[src/rtl/encoder_emulator.sv]
`default_nettype none
// ============================================================================
//  Module   : encoder_emulator
//  Purpose  : Code-disk / opto emulator. Generates the opto pulse stream of a
//             TOOTH_NUM-slot disk carrying TOOTH_NUM-1 physical teeth. Tooth 0
//             is the double-width zero tooth. The model includes a motor
//             spin-up ramp, settle/lock indication, speed changes while
//             running, and missing-tooth fault injection.
//  Ports    : i_clk          system clock
//             i_rst          synchronous reset, active-high
//             i_enable       1 = motor running, 0 = stop (returns to IDLE)
//             i_slot_clks    target slot period in clocks (0 = default,
//                            1..3 clamp to 4)
//             i_drop_tooth   suppress the tooth that starts in this cycle
//             o_opto         opto level, high for first half of each tooth
//             o_opto_rise    1-clk pulse at each tooth start
//             o_zero_sign    1-clk pulse at zero-tooth start
//             o_motor_state  speed locked
//             o_tooth_idx    current tooth (0 = zero tooth)
//             o_rev_cnt      completed-revolution count, wraps
//  Revision : 1.0  initial release
// ============================================================================
module encoder_emulator #(
  parameter int unsigned CLK_PERIOD_NS = 10,
  parameter int unsigned MOTOR_FREQ    = 100,
  parameter int unsigned TOOTH_NUM     = 100,
  parameter int unsigned DEF_SLOT_CLKS = 1_000_000_000 / MOTOR_FREQ / TOOTH_NUM / CLK_PERIOD_NS,
  parameter int unsigned LOCK_REVS     = 2
) (
  input  logic        i_clk,
  input  logic        i_rst,
  input  logic        i_enable,
  input  logic [23:0] i_slot_clks,
  input  logic        i_drop_tooth,
  output logic        o_opto,
  output logic        o_opto_rise,
  output logic        o_zero_sign,
  output logic        o_motor_state,
  output logic [7:0]  o_tooth_idx,
  output logic [15:0] o_rev_cnt
);

  localparam logic [23:0] c_def_slot  = 24'(DEF_SLOT_CLKS);
  localparam logic [7:0]  c_idx_last  = 8'(TOOTH_NUM - 2);
  localparam logic [15:0] c_lock_revs = 16'(LOCK_REVS);

  typedef enum logic [1:0] {
    S_IDLE   = 2'd0,
    S_RAMP   = 2'd1,
    S_SETTLE = 2'd2,
    S_RUN    = 2'd3
  } state_e;

  // --------------------------------------------------------------------------
  // State registers
  // --------------------------------------------------------------------------
  state_e      state_q, state_d;
  logic [24:0] cnt_q,    cnt_d;     // position inside the current tooth
  logic [7:0]  idx_q,    idx_d;     // current tooth index
  logic [23:0] cur_q,    cur_d;     // slot period in force this revolution
  logic [23:0] tgt_q,    tgt_d;     // target period sampled at zero tooth
  logic [15:0] settle_q, settle_d;  // revolutions spent at target speed
  logic [15:0] rev_q,    rev_d;
  logic        motor_q,  motor_d;
  logic        drop_q,   drop_d;    // current tooth is suppressed

  // --------------------------------------------------------------------------
  // Combinational helpers
  // --------------------------------------------------------------------------
  logic [23:0] w_eff;        // clamped / defaulted target period
  logic [23:0] w_eff_x4;     // ramp start period
  logic [24:0] w_tooth_len;
  logic        w_running;
  logic        w_tooth_start;
  logic        w_tooth_end;
  logic [7:0]  w_next_idx;
  logic        w_next_zero;
  logic [23:0] w_ramp_step;
  logic [24:0] w_ramp_floor;
  logic [23:0] w_ramp_cur;
  logic        w_drop_now;
  logic [15:0] w_settle_inc;

  always_comb begin
    if (i_slot_clks == 24'd0) begin
      w_eff = c_def_slot;
    end else if (i_slot_clks < 24'd4) begin
      w_eff = 24'd4;
    end else begin
      w_eff = i_slot_clks;
    end
  end

  // The 4x start period saturates rather than wrapping for huge targets.
  assign w_eff_x4 = (w_eff[23:22] != 2'b00) ? 24'hFF_FFFF : {w_eff[21:0], 2'b00};

  assign w_running     = (state_q != S_IDLE);
  assign w_tooth_len   = (idx_q == 8'd0) ? {cur_q, 1'b0} : {1'b0, cur_q};
  assign w_tooth_start = w_running && (cnt_q == 25'd0);
  assign w_tooth_end   = (cnt_q == (w_tooth_len - 25'd1));
  assign w_next_idx    = (idx_q == c_idx_last) ? 8'd0 : (idx_q + 8'd1);
  assign w_next_zero   = (w_next_idx == 8'd0);
  assign w_settle_inc  = settle_q + 16'd1;

  // Ramp: cur steps down by a quarter of the target each revolution and is
  // floored at the target. Compare in 25 bits so the subtraction never
  // underflows and the sum never overflows.
  assign w_ramp_step  = w_eff >> 2;
  assign w_ramp_floor = {1'b0, w_eff} + {1'b0, w_ramp_step};
  assign w_ramp_cur   = ({1'b0, cur_q} <= w_ramp_floor) ? w_eff : (cur_q - w_ramp_step);

  // A drop request is only honoured in the tooth-start cycle; from then on
  // the latched flag blanks the rest of that tooth.
  assign w_drop_now = w_tooth_start ? i_drop_tooth : drop_q;

  // --------------------------------------------------------------------------
  // Next-state logic
  // --------------------------------------------------------------------------
  always_comb begin
    state_d  = state_q;
    cnt_d    = cnt_q;
    idx_d    = idx_q;
    cur_d    = cur_q;
    tgt_d    = tgt_q;
    settle_d = settle_q;
    rev_d    = rev_q;
    motor_d  = motor_q;
    drop_d   = drop_q;

    if (!i_enable) begin
      // Stop is immediate: no partial tooth is completed.
      state_d  = S_IDLE;
      cnt_d    = 25'd0;
      idx_d    = 8'd0;
      cur_d    = 24'd0;
      tgt_d    = 24'd0;
      settle_d = 16'd0;
      rev_d    = 16'd0;
      motor_d  = 1'b0;
      drop_d   = 1'b0;
    end else if (state_q == S_IDLE) begin
      // Next cycle is the start of the zero tooth at 4x target period.
      state_d  = S_RAMP;
      cnt_d    = 25'd0;
      idx_d    = 8'd0;
      tgt_d    = w_eff;
      cur_d    = w_eff_x4;
      settle_d = 16'd0;
      rev_d    = 16'd0;
      motor_d  = 1'b0;
      drop_d   = 1'b0;
    end else begin
      drop_d = w_drop_now;
      if (!w_tooth_end) begin
        cnt_d = cnt_q + 25'd1;
      end else begin
        cnt_d = 25'd0;
        idx_d = w_next_idx;
        if (w_next_zero) begin
          // Revolution bookkeeping happens on the edge entering the zero
          // tooth, so the new period already governs the zero tooth itself.
          rev_d = rev_q + 16'd1;
          tgt_d = w_eff;
          case (state_q)
            S_RAMP: begin
              cur_d = w_ramp_cur;
              if (w_ramp_cur == w_eff) begin
                state_d  = S_SETTLE;
                settle_d = 16'd0;
              end
            end
            S_SETTLE: begin
              if (w_eff != tgt_q) begin
                cur_d    = w_eff;
                settle_d = 16'd0;
              end else begin
                settle_d = w_settle_inc;
                if (w_settle_inc >= c_lock_revs) begin
                  state_d = S_RUN;
                  motor_d = 1'b1;
                end
              end
            end
            S_RUN: begin
              if (w_eff != tgt_q) begin
                cur_d    = w_eff;
                motor_d  = 1'b0;
                settle_d = 16'd0;
                state_d  = S_SETTLE;
              end
            end
            default: begin
              state_d = S_IDLE;
            end
          endcase
        end
      end
    end
  end

  // --------------------------------------------------------------------------
  // Registers
  // --------------------------------------------------------------------------
  always_ff @(posedge i_clk) begin
    if (i_rst) begin
      state_q  <= S_IDLE;
      cnt_q    <= 25'd0;
      idx_q    <= 8'd0;
      cur_q    <= 24'd0;
      tgt_q    <= 24'd0;
      settle_q <= 16'd0;
      rev_q    <= 16'd0;
      motor_q  <= 1'b0;
      drop_q   <= 1'b0;
    end else begin
      state_q  <= state_d;
      cnt_q    <= cnt_d;
      idx_q    <= idx_d;
      cur_q    <= cur_d;
      tgt_q    <= tgt_d;
      settle_q <= settle_d;
      rev_q    <= rev_d;
      motor_q  <= motor_d;
      drop_q   <= drop_d;
    end
  end

  // --------------------------------------------------------------------------
  // Outputs
  // --------------------------------------------------------------------------
  assign o_opto_rise   = w_tooth_start && !i_drop_tooth;
  assign o_zero_sign   = o_opto_rise && (idx_q == 8'd0);
  assign o_opto        = w_running && (cnt_q < (w_tooth_len >> 1)) && !w_drop_now;
  assign o_motor_state = motor_q;
  assign o_tooth_idx   = idx_q;
  assign o_rev_cnt     = rev_q;

endmodule
`default_nettype wire

[config.mk]
export PLATFORM = sky130hd
export DESIGN_NAME = encoder_emulator
export DESIGN_NICKNAME = d
export VERILOG_FILES = /design/src/rtl/encoder_emulator.sv
export SDC_FILE = /design/constraint.sdc
export NUM_CORES = 1
export LEC_CHECK = 0
export BUFFER_PORTS_ARGS = -buffer_cell sky130_fd_sc_hd__buf_2
export CORE_UTILIZATION = 29
export CTS_BUF_LIST = sky130_fd_sc_hd__clkbuf_16
export CTS_CLUSTER_SIZE = 10
export DETAILED_ROUTE_END_ITERATION = 10
export PLACE_DENSITY_LB_ADDON = 0.25
export SKIP_LAST_GASP = 1
export SYNTH_ARGS = -nofsm -noshare
export SYNTH_HDL_FRONTEND = slang
export SYNTH_SLANG_ARGS = --single-unit
[constraint.sdc]
create_clock -name i_clk -period 6.85 [get_ports i_clk]
set_input_delay 0.3425 -clock i_clk [delete_from_list [all_inputs] [get_ports i_clk]]
set_output_delay 0.3425 -clock i_clk [all_outputs]
set_load 0.05 [all_outputs]
==> results_dict.tcl, run 1 <==
set metrics [dict create \
    drc_errors 0 \
    ys_warn_count 0 \
    routed_wl_mm 41.3 \
    skew_ns 0.0150 \
    max_freq_mhz 156 \
    core_sq_um 42200 \
    synth_edf_count 0 \
    fin_total_pwr_uw 2270 \
    num_rows 75 \
    crit_path_end_kind "flop" \
    p_leak_uw 0.00561 \
    io_buffers 55 \
    antenna_cells 0 \
    grt_antenna_before_repair 0 \
    clock-sinks 117 \
    outcome "completed" \
    peakVddDrop_v 0.000178 \
    slew_headroom_pct 26.8 \
    fin_setup_tns_ns 0 \
    die-area_sq_um 44000 \
    synthXorXnorAreaFrac_pct 9.85 \
    ys_ff_latch 117 \
    drt-initial-drc-count 818 \
    path_clk_slew_ns 0.06 \
    final_cell_mix "nor2_1, a21oi_1, dfxtp_1, ha_1, nand2_1" \
    hpwl_mm 31.5 \
    cp-start-kind "input port" \
    async_flop_share_pct 0 \
    synthSimpleGateAreaFrac_pct 24.4 \
    viasPerCell 5.70 \
    period_minus_slack_ns 6.43 \
    period_share_pct 93.9 \
    grt_max_degree 60 \
    grt_pass1_vias 11700 \
    finalHoldViolCount 0 \
    die_height_um 210 \
    start_util_pct 29.6 \
    cts_tree "yes" \
    ys_seq_area_share_pct 18.7 \
    grt_setup_unrepaired "false" \
    finalSetupViolCount 0 \
    postLayoutCellArea_sq_um 13800 \
    syn_area_sq_um 12500 \
    htree_num_levels 4 \
    place_congestion 0.943 \
    post_synth.cell_area_avg_sq_um 7.48 \
    cap_violations 0 \
    ios 56 \
    dpl_cell_area_sq_um 13300 \
    syn_to_final_growth_pct 10.3 \
    holdBufCountCts 0 \
    synth_top_family_by_area "compound AO/OA/AOI/OAI gates" \
    worst_pin_slew_ns 1.10 \
    netlist_instances 1673 \
    path_max_fanout 7 \
    hp-class "input port to flop" \
    grt_first_pass_wirelength_mm 65.3 \
    final_util_pct 32.7 \
    vias 12600 \
    yosysUniqueCellTypes 90 \
    synthMuxAreaShare_pct 3.75 \
    drive_gt1_share_pct 10.7 \
    cp.arrival_ns 6.79 \
    worstPathRequired_ns 7.21 \
    clk_latency_ns 0.44 \
    synthesis.nets 1803 \
    synth_compound_area_share_pct 26.8 \
    synthFlopType "dfxtp_1" \
    clockBufferDepth 2 \
    layout_commonest_cell "nor2_1" \
    grt_util_all_layers_pct 18.6 \
    detail-route-antenna-nets 0 \
    avgRoutedWirePerCell_um 18.7 \
    synth_adder_area_share_pct 10.3 \
    nNetsFinal 1785 \
    cts-root-buf "clkbuf_16" \
    crit_type "input port to flop" \
    drv_slew 0 \
    first_pass_iters 7 \
    grt_overflow 0 \
    p_per_area_nw_per_um2 165 \
    cts_buffers 17 \
    die_width_um 210 \
    holdWs_ns 0.254 \
]
-- path summary, 6_finish.rpt --
check / from / end / slack [ns] / cells past startpoint
setup / recovery: i_slot_clks[3] / cur_q[23]$_SDFFE_PP0P_ / 0.42 / 27
hold / removal: i_rst / state_q[1]$_SDFFE_PP0P_ / 0.25 / 3
setup reg to reg: o_tooth_idx[0]$_SDFFE_PP0P_ / cur_q[4]$_SDFFE_PP0P_ / 1.78 / 15
hold reg to reg: o_motor_state$_SDFFE_PP0P_ / o_motor_state$_SDFFE_PP0P_ / 0.47 / 2
-- registers in the layout, summed over array words and instances (netlist names) --
register and cells:
o_motor_state 1, o_tooth_idx 8, settle_q 16, tgt_q 24, cnt_q 25, state_q 2
drop_q 1, o_rev_cnt 16, cur_q 24
-- layout make-up --
class	instances	area [sq um]
inverter	60	225
tap	539	674
multi-input combinational	1362	9430
sequential	117	2340
fill	4540	28400
clock buffer	17	425
timing repair buffer	97	603
clock inverter	15	108
-- Yosys cell counts, drive strengths merged (7+ instances only) --
master   instances  area share [%]
a21oi          148             5.9
dfxtp          117              19
clkbuf         106             3.2
o21ai           92             3.7
nand4           38             2.1
buf             28             1.2
nor4            27             1.3
nor2b            9            0.45
inv             60             1.8
nand3           66             2.6
a2111oi         10             1.0
a221oi          25             1.8
o21a            21             1.3
nand2           95             2.8
xnor2           84             5.9
a21o            36             2.2
and2            16            0.80
or4             12            0.75
nor2           150             4.5
nand2b          17            0.85
or3             30             1.5
a211oi          33             2.0
nor4b            7            0.61
a21boi           9            0.54
nor3            39             1.7
o22ai           14            0.70
and3            33             1.6
o211ai          10            0.60
ha             100              10
o31ai            7            0.53
mux2i           39             3.1
xor2            44             3.1
a31o             7            0.49
or2             13            0.65
and4             8            0.56
a31oi           24             1.2
-- kinds of logic (layout without fill, tap and decap cells) --
logic type               Yosys count  in the layout
AO/OA/AOI/OAI                    503            503
XOR/XNOR                         133            133
adder cells (fa/ha/maj)          102            102
buffers and inverters            194            189
flip-flops                       117            117
multiplexers                      45             45
AND/OR/NAND/NOR                  579            579
-- metal layers --
metal / vias up / part of all wire, % / track usage, %
met2: 338 / 47 / 30.6
li1: 6159 / - / -
met1: 6044 / 46 / 24.5
met4: 0 / 2.7 / 6.95
met3: 45 / 4.7 / 3.01
met5: - / 0 / 0
-- report_power, final --
| part | internal [uW] | switching [uW] | total (uW) |
|---|---|---|---|
| clock network | 461 | 382 | 844 |
| registers | 696 | 35.9 | 732 |
| logic | 292 | 404 | 696 |
-- worst max-delay path: stages --
cell,delay (ns)
buf_2,0.16
nor3_1,0.36
nand4_1,0.30
nor2_1,0.40
nor2_1,0.22
ha_1,0.26
inv_1,0.07
fa_1,0.20
nor2b_1,0.07
o31a_1,0.29
o2111ai_1,0.27
nand3_1,0.17
a31o_2,0.28
and2_1,0.16
o21ai_0,0.21
nand2b_1,0.08
a21oi_1,0.18
xnor2_1,0.14
ha_1,0.28
a2111oi_0,0.45
o311ai_0,0.20
o21ai_0,0.40
a41oi_2,0.14
and2_1,0.35
a311o_1,0.36
or3_1,0.30
a21oi_1,0.12
-- through the flow --
step	std cells	setup WS [ns]
3_3_place_gp	2175	0.111
3_5_place_dp	2175	0.0465
4_1_cts	2207	0.486
5_1_grt	2207	0.0124
6_report	2207	0.420
2_1_floorplan	1673	0.646
-- what timing repair did --
action,4_1_cts,5_1_grt
resized for setup,0,2
buffers inserted,0,0
endpoints found under the setup margin,0,14
No activity file was read; power rests on OpenSTA's default activity.
==> inputs of run 2 (changes only) <==
--- a/config.mk
+++ b/config.mk
@@ -5,6 +5,7 @@
 export SDC_FILE = /design/constraint.sdc
 export NUM_CORES = 1
 export LEC_CHECK = 0
+export ABC_AREA = 1
 export BUFFER_PORTS_ARGS = -buffer_cell sky130_fd_sc_hd__buf_2
 export CORE_UTILIZATION = 29
 export CTS_BUF_LIST = sky130_fd_sc_hd__clkbuf_16
==> results_dict.tcl, run 2 <==
set metrics [dict create \
    p_leak_uw 0.00638 \
    fin_total_pwr_uw 2500 \
    clock-sinks 117 \
    grt_first_pass_wirelength_mm 71.0 \
    max_freq_mhz 161 \
    detail-route-antenna-nets 0 \
    place_congestion 0.911 \
    dpl_cell_area_sq_um 13700 \
    routed_wl_mm 45.3 \
    outcome "completed" \
    grt_pass1_vias 12900 \
    cts_resized 0 \
    cp-start-kind "input port" \
    seqCellArea_sq_um 2340 \
    cap_violations 0 \
    worst_pin_slew_ns 1.07 \
    largest_reg_flops 25 \
    ys_seq_area_share_pct 18.4 \
    first_pass_iters 5 \
    drv_slew 0 \
    synthFlopType "dfxtp_1" \
    path_clk_slew_ns 0.06 \
    cts-root-buf "clkbuf_16" \
    hp-class "input port to flop" \
    slew_headroom_pct 28.4 \
    die-area_sq_um 44800 \
    netlist_instances 2085 \
    io_buffers 55 \
    layout_commonest_cell "nand2_1" \
    cp_slowest_cell "o21ai_1" \
    period_minus_slack_ns 6.22 \
    ys_top_cells_by_area "dfxtp_1, nand2_1, ha_1" \
    skew_ns 0.0150 \
    synth_edf_count 0 \
    worstPathRequired_ns 7.18 \
    die_width_um 212 \
    period_share_pct 90.8 \
    postCtsSetupRepairBufs 0 \
    final_cell_mix "nand2_1, inv_1, nor2_1, nand3_1, a21oi_1" \
    postLayoutCellArea_sq_um 14300 \
    viasPerCell 5.13 \
    htree_num_levels 4 \
    num_rows 76 \
    drive_gt1_share_pct 8.07 \
    drc_errors 0 \
    ios 56 \
    netlist.area_leader.share_pct 18.4 \
    fillers 4827 \
    grt_antenna_before_repair 0 \
    core_sq_um 43200 \
    grt_util_all_layers_pct 20.4 \
    antenna_cells 0 \
    ys_warn_count 0 \
    cts_buffers 17 \
    nNetsFinal 2248 \
    yosysMostFrequentCell "nand2_1" \
    drt-initial-drc-count 1163 \
    cts_tree "yes" \
    finalSetupViolCount 0 \
    async_flop_share_pct 0 \
    yosysUniqueCellTypes 59 \
    slowest_delay_ns 0.47 \
    p_per_area_nw_per_um2 175 \
    crit_path_end_kind "flop" \
    syn_area_sq_um 12700 \
    ys_ff_latch 117 \
    clockBufferDepth 2 \
    syn_to_final_growth_pct 11.9 \
    die_height_um 212 \
    start_util_pct 29.5 \
    final_cells 2716 \
    hpwl_mm 35.6 \
    clk_latency_ns 0.45 \
    cp.arrival_ns 6.55 \
    yosys-top-cells-count "nand2_1, inv_1, nor2_1" \
    post_synth.cell_area_avg_sq_um 6.11 \
    path_max_fanout 47 \
    grt_setup_unrepaired "false" \
    crit_type "input port to flop" \
    vias 13900 \
    synth_top_area_cell "dfxtp_1" \
    grt_max_degree 53 \
    avgRoutedWirePerCell_um 16.7 \
    peakVddDrop_v 0.000174 \
    synthesis.nets 2215 \
    top_regs "cnt_q x25, cur_q x24, tgt_q x24" \
    fin_setup_tns_ns 0 \
    holdBufCountCts 0 \
    dp.cells 2684 \
    top_register "cnt_q" \
    grt_overflow 0 \
    finalHoldViolCount 0 \
    multi_input_area_sq_um 9050 \
    final_util_pct 33.0 \
]
[run 2: final timing paths]
path | from | to | slack [ns] | cells after the start
hold reg to reg | tgt_q[16]$_SDFFE_PP0P_ | tgt_q[16]$_SDFFE_PP0P_ | 0.48 | 2
hold / removal | i_slot_clks[17] | tgt_q[17]$_SDFFE_PP0P_ | 0.28 | 3
setup / recovery | i_slot_clks[23] | settle_q[8]$_SDFFE_PP0P_ | 0.63 | 43
setup reg to reg | o_tooth_idx[0]$_SDFFE_PP0P_ | tgt_q[19]$_SDFFE_PP0P_ | 1.69 | 20
[run 2: power by group]
| group | internal, uW | switching (uW) |
|---|---|---|
| logic | 282 | 576 |
| registers | 700 | 31.5 |
| clock network | 560 | 352 |
[run 2: per-layer routing]
layer	track usage (%)	wire [um]	part of all wire, %
met5	0	0	0
met3	2.39	2170	4.8
met4	8.50	1600	3.5
met2	32.5	20000	44
met1	27.6	21500	47
[run 2: cell families after synthesis]
logic type                 synth area share, %
AOI/OAI and AO/OA                         16.3
xor gates and xnor gates                  7.28
adders and majority gates                 10.1
buffers and inverters                     10.6
DFF                                       18.4
muxes                                   0.0786
and+or+nand+nor                           37.2
[run 2: cell type report]
cell class	count	share of cell area (%)
sequential	117	16.4
clock inverter	15	1.03
tap	585	5.13
inverter	247	6.50
timing repair buffer	97	4.41
multi-input combinational	1638	63.5
clock buffer	17	2.98
[run 2: worst max-delay path, delay by kind of cell]
family	cells	cell delay, ns
buffers and inverters	5	0.70
AND/OR/NAND/NOR	25	2.91
AO/OA/AOI/OAI	11	1.91
adder cells (fa/ha/maj)	2	0.66
[run 2: through the flow]
step | setup slack, ns | hold slack [ns]
floorplan | 1.15 | 0.444
global placement | 0.151 | 0.462
detailed placement | 0.0208 | 0.467
CTS | 0.482 | 0.267
global route | 0.00976 | 0.298
finish | 0.633 | 0.279
